<file path="src/rtl/cpu_pkg.sv">
// Shared CPU-side definitions used by the program loader and the fetch path.
package cpu_pkg;

   localparam int INSTR_WIDTH = 16;
   localparam int BYTE_WIDTH  = 8;

   // Instruction memory lane order: low byte at the even address, high byte at +1.
   localparam logic LO_BYTE_LANE = 1'b0;
   localparam logic HI_BYTE_LANE = 1'b1;

   typedef enum logic [2:0] {
      IDLE,
      WAIT,
      WR_LO,
      WR_HI,
      DONE
   } loader_state_t;

endpackage

</file>
<file path="src/rtl/program_loader.sv">
// Streams 16-bit instructions into byte-wide instruction memory as low/high byte pairs,
// holding the CPU in reset (busy) for the whole load session.
module program_loader
   import cpu_pkg::*;
#(
   parameter int ADDRESS_WIDTH = 3
) (
   input  logic                     clk,
   input  logic                     rst,
   input  logic                     start,
   input  logic                     finish,
   input  logic                     in_valid,
   output logic                     in_ready,
   input  logic [INSTR_WIDTH-1:0]   in_instr,
   output logic                     mem_we,
   output logic [ADDRESS_WIDTH-1:0] mem_addr,
   output logic [BYTE_WIDTH-1:0]    mem_wdata,
   output logic                     busy,
   output logic                     done,
   output logic                     overflow,
   output logic [ADDRESS_WIDTH-1:0] words_loaded
);

   localparam logic [ADDRESS_WIDTH:0] FULL_PTR = {1'b1, {ADDRESS_WIDTH{1'b0}}};

   loader_state_t            state_q, state_d;
   logic [ADDRESS_WIDTH:0]   ptr;
   logic [INSTR_WIDTH-1:0]   hold;
   logic                     finish_q;
   logic                     full;
   logic                     handshake;

   // ptr has one extra bit so "full" is distinguishable from address 0.
   assign full      = (ptr == FULL_PTR);
   assign handshake = (state_q == WAIT) && in_valid && !full;

   always_ff @(posedge clk) begin
      if (rst) state_q <= IDLE;
      else     state_q <= state_d;
   end

   always_ff @(posedge clk) begin
      if (rst) begin
         ptr          <= '0;
         words_loaded <= '0;
         overflow     <= 1'b0;
         finish_q     <= 1'b0;
      end else begin
         unique case (state_q)
            IDLE: begin
               if (start) begin
                  ptr          <= '0;
                  words_loaded <= '0;
                  overflow     <= 1'b0;
                  finish_q     <= 1'b0;
               end
            end
            WAIT: begin
               if (full && in_valid) overflow <= 1'b1;
               if (handshake && finish) finish_q <= 1'b1;
            end
            WR_LO: begin
               if (finish) finish_q <= 1'b1;
            end
            WR_HI: begin
               ptr          <= ptr + (ADDRESS_WIDTH+1)'(2);
               words_loaded <= words_loaded + ADDRESS_WIDTH'(1);
               finish_q     <= 1'b0;
            end
            default: ;
         endcase
      end
   end

   // Data-only holding register; no reset needed.
   always_ff @(posedge clk) begin
      if (handshake) hold <= in_instr;
   end

   always_comb begin
      state_d   = state_q;
      in_ready  = 1'b0;
      mem_we    = 1'b0;
      mem_addr  = '0;
      mem_wdata = '0;
      busy      = 1'b0;
      done      = 1'b0;
      unique case (state_q)
         IDLE: begin
            if (start) state_d = WAIT;
         end
         WAIT: begin
            busy     = 1'b1;
            in_ready = !full;
            if (in_valid && !full) state_d = WR_LO;
            else if (finish)       state_d = DONE;
         end
         WR_LO: begin
            busy      = 1'b1;
            mem_we    = 1'b1;
            mem_addr  = {ptr[ADDRESS_WIDTH-1:1], LO_BYTE_LANE};
            mem_wdata = hold[BYTE_WIDTH-1:0];
            state_d   = WR_HI;
         end
         WR_HI: begin
            busy      = 1'b1;
            mem_we    = 1'b1;
            mem_addr  = {ptr[ADDRESS_WIDTH-1:1], HI_BYTE_LANE};
            mem_wdata = hold[INSTR_WIDTH-1:BYTE_WIDTH];
            state_d   = (finish_q || finish) ? DONE : WAIT;
         end
         DONE: begin
            busy    = 1'b1;
            done    = 1'b1;
            state_d = IDLE;
         end
         default: state_d = IDLE;
      endcase
   end

endmodule

</file>
<file path="config.mk">
export PLATFORM = sky130hd
export DESIGN_NAME = program_loader
export DESIGN_NICKNAME = d
export VERILOG_FILES = /design/src/rtl/cpu_pkg.sv /design/src/rtl/program_loader.sv
export SDC_FILE = /design/constraint.sdc
export NUM_CORES = 1
export LEC_CHECK = 0
export ABC_AREA = 1
export CORE_MARGIN = 2
export CORE_UTILIZATION = 45
export DETAILED_ROUTE_END_ITERATION = 10
export PLACE_DENSITY_LB_ADDON = 0.3
export SETUP_SLACK_MARGIN = 0.3
export SYNTH_ARGS = -nofsm -noshare
export SYNTH_HDL_FRONTEND = slang
export SYNTH_SLANG_ARGS = --single-unit
</file>
<file path="constraint.sdc">
create_clock -name clk -period 2.05 [get_ports clk]
set_clock_uncertainty 0.15 [all_clocks]
set_input_delay 0.205 -clock clk [delete_from_list [all_inputs] [get_ports clk]]
set_output_delay 0.205 -clock clk [all_outputs]
set_load 0.02 [all_outputs]
</file>
# Word-level counts from Yosys, hierarchy flattened
# Index checks and enable logic that the tools add are counted.
word_totals:
  regBits: 28
  in_bits: 21
  out_inout_bits: 19
  wordCells: 56
classes:
  n_addsub: 2
  n_eq_ne: 10
  n_mux: 21
  reduce_logical: 17
ops:
  columns: ["operator", "n"]
  rows:
  - ["case mux 8 bit (2 select lines)", 1]
  - ["2-to-1 mux 3 bit", 5]
  - ["case mux 3 bit (2 select lines)", 2]
  - ["case mux 3 bit (4 select lines)", 1]
  - ["2-to-1 mux 1 bit", 8]
  - ["case mux 4 bit (2 select lines)", 1]
  - ["equality test 3 x 2 -> 1 bit (second input constant)", 2]
  - ["logical AND 1 bit", 5]
  - ["adder 4 x 2 -> 4 bit (second input constant)", 1]
  - ["equality test 4 bit (second input constant)", 1]
  - ["2-to-1 mux 4 bit", 1]
  - ["inequality test 2 x 1 -> 1 bit (second input constant)", 2]
  - ["inequality test 2 bit (second input constant)", 2]
  - ["case mux 1 bit (4 select lines)", 1]
  - ["AND reduction 2 bit", 2]
  - ["AND reduction 4 bit", 1]
  - ["nonzero test 2 bit", 2]
  - ["nonzero test 4 bit", 1]
  - ["OR reduction 4 bit", 1]
  - ["adder 3 x 1 -> 3 bit (second input constant)", 1]
  - ["equality test 3 x 1 -> 1 bit (second input constant)", 1]
  - ["equality test 3 bit (second input constant)", 1]
  - ["zero test 3 bit", 1]
  - ["inequality test 3 x 2 -> 1 bit (second input constant)", 1]
  - ["5 further kinds", 5]

# Logic depth before layout (Yosys ltp)
logic_depth:
  depth_word: 6
  ltp_mapped: 8
  mapped_depth_nobuf: 7

# Worst setup path after synthesis
# Ideal clock, no wire load.
synth_path:
  kind: "register to register"
  startpoint: "register state_q[1]"
  endpoint: "register hold[0], enable pin"
  setup_ns: 0.364
  t_arrival_ns: 1.112
  required_ns: 1.536
  slack_ns: 0.424
  stages_incl_launch_ff: 7
  path_buffers: 1
  period_less_slack_ns: 1.626
  path_cell_list: "dfxtp_1 > buf_6 > inv_8 > nand3_2 > inv_1 > nand3_1 > inv_1"
synth_via:
  elab_chain_len: 3
synth_lines:
  columns: ["element", "line", "rtl"]
  rows:
  - ["start: declaration", "program_loader.sv:26", "loader_state_t state_q, state_d;"]
  - ["start signal: assignment", "program_loader.sv:39", "else state_q <= state_d;"]
  - ["equality test 3 x 1 -> 1 bit", "program_loader.sv:35", "assign handshake = (state_q == WAIT) && in_valid && !full;"]
  - ["logical AND 1 bit (2 in a row)", "program_loader.sv:35", null]
  - ["via handshake", "program_loader.sv:31", "logic handshake;"]
  - ["end signal: assignment", "program_loader.sv:77", "if (handshake) hold <= in_instr;"]
  - ["end: declaration", "program_loader.sv:28", "logic [INSTR_WIDTH-1:0] hold;"]
# The timed path passes the listed nets, and every way through them passes these cells.
# A chain may end at the register's enable or synchronous reset.

# Final worst setup path
layout_path:
  startpoint: "register state_q[2]"
  endpoint: "output port mem_wdata[4]"
layout_via:
  elab_chain_len: 2
  elab_cells_between_ends: 3
  classes_between: "eq/ne (2); mux (1)"
layout_lines:
  columns: ["element", "line", "rtl"]
  rows:
  - ["equality test 3 x 2 -> 1 bit", "program_loader.sv:88", "unique case (state_q)"]
  - ["case mux 8 bit (2 select lines) *", "program_loader.sv:88", null]
  - ["end: declaration", "program_loader.sv:17", "output logic [BYTE_WIDTH-1:0] mem_wdata,"]
# Mark *: on every way between the ends. The rest lies on a longest branch, timed or not.

==> summary.md <==
The run finished with clean final reports. Once layout is complete, the utilization of the core stands at 73.2%. After detailed placement, the total cell area comes to 1660 um2.

The worst-case IR drop observed on VDD is 0.000547 V. The cell sitting at the root of the clock tree is a sky130_fd_sc_hd__clkbuf_4. After layout, the worst setup slack is 0.225 ns. STA classifies the critical path startpoint as a flip-flop. Traced cell by cell, the critical path runs through inv_4 > nand2_8 > nor2_4 > buf_6 > buf_6 > a32o_2 > buf_6. The most common cell in the netlist is sky130_fd_sc_hd__nand2_1. The clock period minus final worst setup slack works out to 1.82 ns. The tools report the timing startpoint of the critical path as state_q[2]. In the routed design, unresolved DRC markers number 0. After synthesis, the share of flip-flops with an asynchronous set or reset is 0%. For this design, the sink count on the clock tree is 27. Setup total negative slack on the finished layout was measured at 0 ns. The dominant synthesized flop cell was sky130_fd_sc_hd__edfxtp_1. The initialized floorplan defines 18 standard-cell rows. Ratio of cells with drive above 1 in the final layout: 30.9%. Wires add up to 3270 um. After synthesis the netlist holds a flip-flop and latch count of 27. Layout overhead on the synthesized area: 50.7%. Across the whole layout, storage elements account for 712 um2.

By area the synthesized netlist is led by sky130_fd_sc_hd__edfxtp_1, sky130_fd_sc_hd__dfxtp_1, sky130_fd_sc_hd__nand2_1. The synthesized area per cell is 10.4 um2. Setup violations remaining at the end of the flow were counted as 0.

Final routed wire length divided by cell count: 15.7 um. Part of the cycle the worst path needs: 89.0%. The run gives 0.261 ns as the post-route worst hold slack. The number of cells on the worst reg-to-reg path is 7. Category of the worst setup path capture point: an output port. Number of synthesis warnings: 0. Sorting the synthesized cells by how often they occur yields sky130_fd_sc_hd__nand2_1, sky130_fd_sc_hd__edfxtp_1, sky130_fd_sc_hd__inv_1, sky130_fd_sc_hd__nor2_1, sky130_fd_sc_hd__dfxtp_1. The logs give 0.37 ns for the worst reg-to-reg setup slack and 0.906 for the routability-driven placement congestion ratio.

0 antenna diodes ended up in the layout. The worst setup slack after placement was 0.103 ns. The number of clock buffers added by TritonCTS is 3. For this run, the detailed router's first-pass iteration total came to 4.

The detail route stage leaves a number of antenna-violating nets equal to 0. The run gives 4860 um as the global-route wire length before repair. Yosys mapped the design onto 21 distinct sky130hd cell types. The top cell type by total area after synthesis was sky130_fd_sc_hd__edfxtp_1.

The portion of synthesized area spent on multiplexers is 0%. The critical path ends at mem_wdata[4]. The total power per unit cell area was 728 nW/um2; the detail-routed via count per cell was 5.18. The tools report the number of nets at the end of the flow as 202. TritonCTS built the clock tree. Global routing used 19.4% of the available tracks. For this block, the via count after detailed routing is 1,078. Counting stages on the worst path, the most repeated cell is sky130_fd_sc_hd__buf_6. The startpoint identified for the worst register-to-register timing path is state_q[1]. The gate family responsible for the most delay along the worst path is flip-flops. The worst register-to-register path ends at hold[0]. The initial utilization of the core area, before any placement, comes to 48.6%.

The number of enable flip-flop cells after synthesis is 16. The run gives 2520 um2 as the core area. The tools report the synthesized cell area as 1220 um2.

Counting buffers and inverters, the worst setup path is 7 cells deep. The worst hold-check path type was primary input to flip-flop. The pin count of the biggest net entering global routing is 17.

Along the worst path, the maximum fanout reaches 5. After Yosys synthesis, full adders, half adders and majority gates account for 2.04% of the synthesized area. Among all stages on the critical path, the largest delay is contributed by sky130_fd_sc_hd__dfxtp_4. Of the total synthesized cell area, the portion taken by AND, OR, NAND and NOR gates is 18.6%.

The clock passes through at most 2 buffers. In this run the vertical extent of the chip is 56.2 um. The number of antenna violations at the first check in global routing was 0; the total congestion overflow was 0.

Synthesis handed over a netlist of 118 instances. The logs give 548 MHz for the timing-limited maximum frequency and 57.2% for the sequential element share of the synthesized area. The max-capacitance violation count was 0. The number of hold-slack violations in the final timing report is 0, and the total of fill cells in the finished design is 176. Setup repair after global routing could not meet its margin everywhere.

The transition at the pin with the smallest max-transition slack is 0.241 ns, and the estimated wirelength of the detail-placed design is 2020 um. The total nets after synthesis is 141. The die is 56.2 um wide. The number of ports placed on the die boundary is 40, and the latest clock arrival within the worst-skew pair is 0.33 ns. The multi-input combinational cells in the finished layout cover a total of 475 um2. By area, the combinational part of the netlist is dominated by simple AND/OR/NAND/NOR gates. Input and output buffers added on the ports amount to 39. The tools report the number of global-route vias before repair as 1,052. Of the total synthesized cell area, the portion taken by XOR and XNOR cells is 1.43%.

The tools report the number of max-slew violations in the final report as 0. Start-to-end type of the worst setup path: flip-flop to output port. The tools report the die outline area as 3160 um2.

The total number of H-tree levels is 1. In this design, the stage delay of the slowest critical-path cell is 0.41 ns. The data arrival time of the critical path is 1.47 ns.

Clock-pin slew was measured on the worst setup and hold paths at 0.16 ns. Headroom to the max-slew limit came out at 83.9%. The tools report the DRC marker count from the first detailed-route iteration as 57.

Counting both buffers and inverters, the worst setup path holds a total of 4. The final cell area excluding filler cells is 1850 um2, and the static leakage is 0.809 nW. The synthesized design devotes to its leading area cell type 39.2% of total area.

For the required time of the critical path, the log shows 1.69 ns. The synthesized netlist devotes 12.5% of its cell area to compound gates.
==> sequential cells by signal, summed over array words and instances (netlist names) <==
signal	count
hold	16
ptr	3
state_q	3
words_loaded	3
finish_q	1
overflow	1
==> layer usage <==
metal	track usage (%)	up-vias	share of wire [%]
met3	2.09	4	3.1
met1	24.4	518	40
met2	35.3	28	56
li1	-	528	-
met4	4.76	0	0.58
met5	0	-	0
==> area by class of cell <==
cell class	count	share of cell area (%)
Timing Repair Buffer	58	28.2
Clock buffer	3	1.22
Sequential cell	27	38.6
Tap cell	30	2.03
Inverter	16	3.80
Multi-Input combinational cell	73	25.8
Clock inverter	1	0.407
==> cells by family (layout without fill, tap and decap cells) <==
family	Yosys count	count (layout)
and+or+nand+nor	47	48
DFF	27	27
buffers and inverters	19	78
AOI/OAI and AO/OA	21	21
adders and majority gates	2	2
xor gates and xnor gates	2	2
==> repair_timing <==
item,CTS,global route
cloned,1,1
resized for setup,51,31
pin swaps,3,3
setup buffers,6,7
setup endpoints to repair,15,13
hold buffers,0,0
==> layout by cell type, fill, tap and decap left out <==
master and instances:
sky130_fd_sc_hd__a21oi_1 7, sky130_fd_sc_hd__a21oi_2 1, sky130_fd_sc_hd__a31oi_4 1, sky130_fd_sc_hd__a32o_1 6
sky130_fd_sc_hd__a32o_2 2, sky130_fd_sc_hd__buf_2 3, sky130_fd_sc_hd__buf_4 19, sky130_fd_sc_hd__buf_6 7
sky130_fd_sc_hd__clkbuf_2 1, sky130_fd_sc_hd__clkbuf_4 3, sky130_fd_sc_hd__clkdlybuf4s15_1 1, sky130_fd_sc_hd__clkdlybuf4s50_1 23
sky130_fd_sc_hd__clkinvlp_4 1, sky130_fd_sc_hd__dfxtp_1 8, sky130_fd_sc_hd__dfxtp_4 3, sky130_fd_sc_hd__dlygate4sd2_1 3
sky130_fd_sc_hd__dlymetal6s2s_1 1, sky130_fd_sc_hd__edfxtp_1 16, sky130_fd_sc_hd__ha_1 2, sky130_fd_sc_hd__inv_1 12
sky130_fd_sc_hd__inv_2 2, sky130_fd_sc_hd__inv_4 1, sky130_fd_sc_hd__inv_8 1, sky130_fd_sc_hd__nand2_1 22
sky130_fd_sc_hd__nand2_2 2, sky130_fd_sc_hd__nand2_8 1, sky130_fd_sc_hd__nand3_1 4, sky130_fd_sc_hd__nand3_2 2
sky130_fd_sc_hd__nand3_4 1, sky130_fd_sc_hd__nor2_1 12, sky130_fd_sc_hd__nor2_4 4, sky130_fd_sc_hd__o211ai_1 1
sky130_fd_sc_hd__o21ai_0 3, sky130_fd_sc_hd__xor2_1 2
==> metrics by stage <==
stage	power (mW)	std cells
after floorplan	0.868	118
after global placement	1.01	189
after detailed placement	1.02	189
after CTS	1.25	200
after global routing	1.41	208
final	1.34	208
==> report_power, final <==
| group | switching [mW] | internal (mW) |
|---|---|---|
| logic | 0.246 | 0.209 |
| clock network | 0.160 | 0.0745 |
| registers | 0.0298 | 0.624 |
| total | 0.437 | 0.907 |
==> worst min path at each step <==
stage | start | slack [ns] | endpoint | depth (start not counted)
2_1_floorplan | rst | 0.12 | ptr[2] | 1
6_report | in_instr[14] | 0.26 | hold[14] | 1
3_3_place_gp | finish_q | 0.30 | finish_q | 2
3_5_place_dp | finish_q | 0.31 | finish_q | 2
5_1_grt | in_instr[11] | 0.23 | hold[11] | 1
4_1_cts | in_instr[13] | 0.26 | hold[13] | 1
(Power assumes the default switching activity.)
